--- config.mk ---
export PLATFORM = sky130hd
export DESIGN_NAME = parallel_in_serial_out_piso_32_bit_core
export DESIGN_NICKNAME = d
export VERILOG_FILES = /design/src/rtl/piso_pkg.sv /design/src/rtl/piso_shift_counter.sv /design/src/rtl/parallel_in_serial_out_piso_32_bit_core.sv
export SDC_FILE = /design/constraint.sdc
export NUM_CORES = 1
export LEC_CHECK = 0
export BUFFER_PORTS_ARGS = -buffer_cell sky130_fd_sc_hd__buf_4
export CORE_MARGIN = 2
export CORE_UTILIZATION = 40
export DETAILED_ROUTE_END_ITERATION = 8
export PLACE_DENSITY_LB_ADDON = 0.15
export SLEW_MARGIN = 20
export SYNTH_ARGS = -nofsm -noshare
export SYNTH_HDL_FRONTEND = slang
export SYNTH_HIERARCHICAL = 1
export SYNTH_SLANG_ARGS = --single-unit
--- constraint.sdc ---
create_clock -name Clk_In -period 0.96 [get_ports Clk_In]
set_clock_uncertainty 0.05 [all_clocks]
set_input_delay 0.096 -clock Clk_In [delete_from_list [all_inputs] [get_ports Clk_In]]
set_output_delay 0.096 -clock Clk_In [all_outputs]
set_load 0.02 [all_outputs]
--- src/rtl/piso_pkg.sv ---
// piso_pkg
// Shared defaults for the 32-bit parallel-in serial-out shift register core.
//   PISO_DEFAULT_WIDTH    : default shift register width (32)
//   PISO_DEFAULT_FILL_BIT : default bit shifted into the vacated end
//   piso_count_width()    : bits needed to count 0..width shifts inclusive
//   piso_count_t          : shift count type sized for the default width
package piso_pkg;

  localparam int   PISO_DEFAULT_WIDTH    = 32;
  localparam logic PISO_DEFAULT_FILL_BIT = 1'b0;

  // The count must be able to hold the value 'width' itself, hence width+1.
  function automatic int piso_count_width(input int width);
    return $clog2(width + 1);
  endfunction

  typedef logic [piso_count_width(PISO_DEFAULT_WIDTH)-1:0] piso_count_t;

endpackage

--- src/rtl/piso_shift_counter.sv ---
// piso_shift_counter
// Counts shifts since the last load or reset, saturating at DATA_WIDTH.
// Only instantiated when PISO_SHIFT_STATUS_EN is defined.
// Ports:
//   clk   : clock, rising edge
//   reset : synchronous active-high clear
//   load  : clears the count (a new word was captured)
//   shift : one shift happened at this edge
//   count : shifts since load/reset, saturates at DATA_WIDTH
//   done  : high when count equals DATA_WIDTH (word fully emitted)
module piso_shift_counter
  import piso_pkg::*;
#(
  parameter int DATA_WIDTH = PISO_DEFAULT_WIDTH,
  parameter int CNT_W      = piso_count_width(DATA_WIDTH)
) (
  input  logic             clk,
  input  logic             reset,
  input  logic             load,
  input  logic             shift,
  output logic [CNT_W-1:0] count,
  output logic             done
);

  localparam logic [CNT_W-1:0] CountMax = CNT_W'(DATA_WIDTH);

  // Saturate rather than wrap so 'done' stays asserted while the
  // register keeps draining fill bits.
  always_ff @(posedge clk) begin
    if (reset) begin
      count <= '0;
    end else if (load) begin
      count <= '0;
    end else if (shift && (count != CountMax)) begin
      count <= count + 1'b1;
    end
  end

  assign done = (count == CountMax);

endmodule

--- src/rtl/parallel_in_serial_out_piso_32_bit_core.sv ---
// parallel_in_serial_out_piso_32_bit_core
// Parallel-in serial-out shift register. Priority per edge: reset, load, shift.
// Optional status outputs are enabled by defining PISO_SHIFT_STATUS_EN.
// Ports:
//   Clk_In              : clock, all state updates on the rising edge
//   Reset_In            : synchronous active-high reset, clears register to 0
//   Load_Shiftb_In      : 1 = parallel load, 0 = shift one position
//   Parallel_Data_In    : word captured on a load
//   Serial_Data_Out     : bit at the output end of the register (combinational)
//   PISO_Shift_Register : current register contents
//   Shift_Count_Out     : (PISO_SHIFT_STATUS_EN) shifts since load, saturating
//   Word_Done_Out       : (PISO_SHIFT_STATUS_EN) high when all bits emitted
module parallel_in_serial_out_piso_32_bit_core
  import piso_pkg::*;
#(
  parameter int   DATA_WIDTH = PISO_DEFAULT_WIDTH,
  parameter logic FILL_BIT   = PISO_DEFAULT_FILL_BIT,
  parameter bit   MSB_FIRST  = 1'b1
) (
  input  logic                  Clk_In,
  input  logic                  Reset_In,
  input  logic                  Load_Shiftb_In,
  input  logic [DATA_WIDTH-1:0] Parallel_Data_In,
  output logic                  Serial_Data_Out,
  output logic [DATA_WIDTH-1:0] PISO_Shift_Register
`ifdef PISO_SHIFT_STATUS_EN
  ,
  output logic [piso_count_width(DATA_WIDTH)-1:0] Shift_Count_Out,
  output logic                                    Word_Done_Out
`endif
);

  logic [DATA_WIDTH-1:0] shift_reg;

  // Reset always clears to zero, independent of FILL_BIT, so the serial
  // output is 0 after reset in every configuration.
  always_ff @(posedge Clk_In) begin
    if (Reset_In) begin
      shift_reg <= '0;
    end else if (Load_Shiftb_In) begin
      shift_reg <= Parallel_Data_In;
    end else if (MSB_FIRST) begin
      shift_reg <= {shift_reg[DATA_WIDTH-2:0], FILL_BIT};
    end else begin
      shift_reg <= {FILL_BIT, shift_reg[DATA_WIDTH-1:1]};
    end
  end

  assign PISO_Shift_Register = shift_reg;
  assign Serial_Data_Out     = MSB_FIRST ? shift_reg[DATA_WIDTH-1] : shift_reg[0];

`ifdef PISO_SHIFT_STATUS_EN
  piso_shift_counter #(
    .DATA_WIDTH(DATA_WIDTH)
  ) u_shift_counter (
    .clk  (Clk_In),
    .reset(Reset_In),
    .load (Load_Shiftb_In),
    .shift(~Load_Shiftb_In),
    .count(Shift_Count_Out),
    .done (Word_Done_Out)
  );
`endif

endmodule

# ---- After elaboration in Yosys (flattened, before gate mapping)
# Cells that the tools add are included.
dict set report totals {
  mem_bits_rw 0
  output_inout_bits 33
  latchBits 0
  romBits 0
  word_cells 5
  memories 0
  regBits 32
}
dict set report op_classes {
  magnitude_cmp 0
  reduce_logical 1
  eq_ne 0
  n_div 0
  shifts 0
  mux 1
  bitwise_logic 1
  n_addsub 0
  mul 0
}
# operator count
set op_table {}
lappend op_table {{$mux 32} 1}
lappend op_table {{$reduce_or 2->1} 1}
lappend op_table {{$not 1->1} 1}

# ---- Depth between registers and ports, before layout
dict set report depth {
  word_depth 2
  depth_mapped 4
  ltp_nobuf 2
}

# ---- Least setup slack after synthesis
# Ideal clock, no wire load.
dict set report synth_timing {
  kind {register to output}
  startpoint {reg shift_reg[31] (netlist: PISO_Shift_Register[31])}
  endpoint {out PISO_Shift_Register[31]}
  required_ps 814
  arrival_time_ps 595
  setup_slack_ps 219
  path_stages_with_launch 2
  n_path_buf 1
  cell_sequence {dfxtp_1 buf_4}
}
# item line_no
set synth_lines {}
lappend synth_lines {{start: declaration} parallel_in_serial_out_piso_32_bit_core.sv:33} ;# logic [DATA_WIDTH-1:0] shift_reg;
lappend synth_lines {{start signal: assignment} parallel_in_serial_out_piso_32_bit_core.sv:41} ;# shift_reg <= Parallel_Data_In;
lappend synth_lines {{start signal: assignment} parallel_in_serial_out_piso_32_bit_core.sv:43} ;# shift_reg <= {shift_reg[DATA_WIDTH-2:0], FILL_BIT};
lappend synth_lines {{start signal: assignment} parallel_in_serial_out_piso_32_bit_core.sv:45} ;# shift_reg <= {FILL_BIT, shift_reg[DATA_WIDTH-1:1]};
lappend synth_lines {{end: declaration} parallel_in_serial_out_piso_32_bit_core.sv:25} ;# output logic [DATA_WIDTH-1:0] PISO_Shift_Register
# No word-level cell between the ends.

# ---- Worst setup path in the final report
dict set report layout_timing {
  startpoint {reg shift_reg[31] (netlist: PISO_Shift_Register[31])}
  endpoint {out PISO_Shift_Register[31]}
}
# No word-level cell between the ends.

==> flow_summary_export.csv <==
group,metric,value,unit
floorplan,die_x,58.0,um
global_route,grt_antenna_before_repair,0,
worst_setup_path,cp_cell_sequence,"buf_6",
timing,worst_pin_slew,0.205,ns
detailed_routing,first_pass_iters,3,
synth,yosysMostFrequentCell,"dfxtp_1",
clock_network,clkSinkCount,32,
worst_setup_path,worst-endpoint-arrival,0.80,ns
timing,slew_headroom,86.0,%
hold_path,hold_path.class,"primary input to register",
detailed_routing,routedWlPerCell,14.2,um
worst_setup_path,start_kind,"register",
floorplan,io_pins,68,
cells_and_area,nets,245,
cells_and_area,layout-area-overhead-vs-synth,97.2,%
floorplan,dieArea,3370,sq um
worst_setup_path,crit_buf_inv,1,
timing,rsz0062_at_grt,"yes",
clock_network,cts_tree,"yes",
detailed_routing,drt-initial-drc-count,15,
status,status,"finished clean",
synth,synthesis.nets,138,
cells_and_area,n_antenna_cell,0,
synth,netlist_area,1170,sq um
power_and_ir_drop,comb_power_share,21.5,%
timing,period_share,98.2,%
clock_network,clkTransAtPathRegs,0.10,ns
timing,finalHoldViolCount,0,
synth,syn_inst,103,
detailed_routing,wl,3450,um
worst_setup_path,critPathTopFamily,"flip-flops",
cells_and_area,nFillCells,162,
place,post-dp-hpwl,1860,um
worst_setup_path,cpPeakStageDelay,0.36,ns
synth,synthArstFlopShare,0,%
detailed_routing,ant_nets,0,
place,place_congestion,0.704,
synth,yosysWarnings,6,
synth,yosys.area.top_type_share,54.9,%
global_route,grt_max_degree,21,
worst_setup_path,cp_max_fo,2,
synth,synth_top_cells_by_count,"dfxtp_1, mux2i_1, nor2_1",
worst_setup_path,endpoint_kind,"primary output",
timing,setup_violations,0,
detailed_routing,vias,1134,
global_route,grt_usage,20.5,%
power_and_ir_drop,p_per_area,1450,nW/um^2
power_and_ir_drop,power.internal,2.54,mW
floorplan,core_area,2760,sq um
worst_setup_path,rrSetupSlack,0.09,ns
place,portBuffers,67,
synth,synth.area.top_cells,"dfxtp_1, mux2i_1, nor2_1, buf_12, buf_6",
clock_network,clock_latency,0.33,ns
cells_and_area,layout-drive-gt1-share,55.0,%
synth,syn_area_per_cell,11.3,sq um
timing,layout_min_cycle_time,0.943,ns
synth,ys_seq_elements,32,
power_and_ir_drop,leakage,1.13,nW
global_route,grt_overflow,0,
cells_and_area,largest_register_ffs,32,
clock_network,root_buffer,"clkbuf_4",
worst_setup_path,crit_type,"register to primary output",
clock_network,clock_path_buffers,2,
power_and_ir_drop,power_switching,786,uW
clock_network,htree_levels,2,
synth,synthFlopType,"dfxtp_1",
detailed_routing,post-route-drc-count,0,
synth,synth_top_area_cell,"dfxtp_1",
synth,ys_types,9,
timing,max_freq,1060,MHz
floorplan,start_util,42.3,%
clock_network,cts_buffers,5,
global_route,grt_first_pass_wirelength,5120,um
power_and_ir_drop,switching_share,23.6,%
power_and_ir_drop,power.total,3.33,mW
timing,tns,0,ns
global_route,grt_pass1_vias,1105,
cells_and_area,postLayoutCellArea,2300,sq um
floorplan,die_h,58.0,um
flow_run,maxCapViolCount,0,
synth,synth_edf_count,0,
worst_setup_path,slowest_stage,"dfxtp_2",
timing,final_max_slew_viol_count,0,
detailed_routing,drt-vias-per-instance,4.69,
synth,ys_seq_area_share,54.9,%
power_and_ir_drop,p_clk_share,34.1,%
power_and_ir_drop,max-vdd-ir-drop,0.00140,V
floorplan,rows,19,
place,placed_area,1680,sq um
worst_setup_path,worst_ep_required_time,0.81,ns
power_and_ir_drop,seqPwrFrac,44.4,%
power groups by stage:
stage / registers (mW) / logic, mW / clock network, mW
final: 1.48 / 0.716 / 1.14
after global routing: 1.49 / 0.754 / 1.25
after CTS: 1.47 / 0.685 / 1.16
after detailed placement: 1.48 / 0.531 / 0
after global placement: 1.48 / 0.522 / 0
after floorplan: 1.57 / 0.188 / 0
cell usage in the layout, fill, tap and decap left out:
cell,n
and3b_1,1
buf_12,3
buf_4,40
buf_6,33
bufinv_16,1
clkbuf_4,5
clkbuf_8,2
dfxtp_2,32
dlygate4sd3_1,32
mux2i_1,31
nor2_1,31
metal layers:
metal	track usage [%]	routed length, um	part of all wire, %
met1	21.2	1230	36
met2	37.8	1900	55
met3	7.14	238	6.9
met4	7.97	82	2.4
met5	0	0	0
what timing repair did:
item                       4_1_cts  5_1_grt
gates resized for setup         57        8
hold endpoints to repair        32        0
setup buffers                    2        4
hold buffers                    32        0
setup endpoints to repair       29       33
logic make-up (layout without fill, tap and decap cells):
group         count (synthesis)  count (layout)  synth area share (%)
flops                        32              32                  54.9
mux                          31              31                  26.6
simple gates                 32              32                  10.7
buf+inv                       8             116                  7.82
layout make-up:
class	count	area, sq um	share of cell area, %
well taps	31	38.8	1.68
clock buffers	7	65.1	2.83
flip-flops and latches	32	681	29.6
clock inverters	1	30.0	1.30
repair buffers	108	1050	45.7
multi-input cells	63	435	18.9
per-stage QoR:
step / std cells / setup slack (ns) / utilization, % / hold WS, ns
global route: 242 / -0.0339 / 83.5 / 0.0310
finish: 242 / 0.0168 / 83.5 / 0.0421
CTS: 238 / 0.00156 / 81.6 / 0.0378
detailed placement: 196 / 0.0738 / 60.8 / 0.285
floorplan: 103 / 0.219 / - / 0.118
global placement: 196 / 0.109 / 60.8 / 0.278
worst paths after layout:
kind,startpoint,endpoint,cells after the start
hold / removal,Reset_In,PISO_Shift_Register[23]$_SDFF_PP0_,2
setup reg to reg,PISO_Shift_Register[12]$_SDFF_PP0_,PISO_Shift_Register[13]$_SDFF_PP0_,3
setup / recovery,PISO_Shift_Register[31]$_SDFF_PP0_,PISO_Shift_Register[31],1
hold reg to reg,PISO_Shift_Register[29]$_SDFF_PP0_,PISO_Shift_Register[30]$_SDFF_PP0_,2
Power figures use the tool's default switching activity.
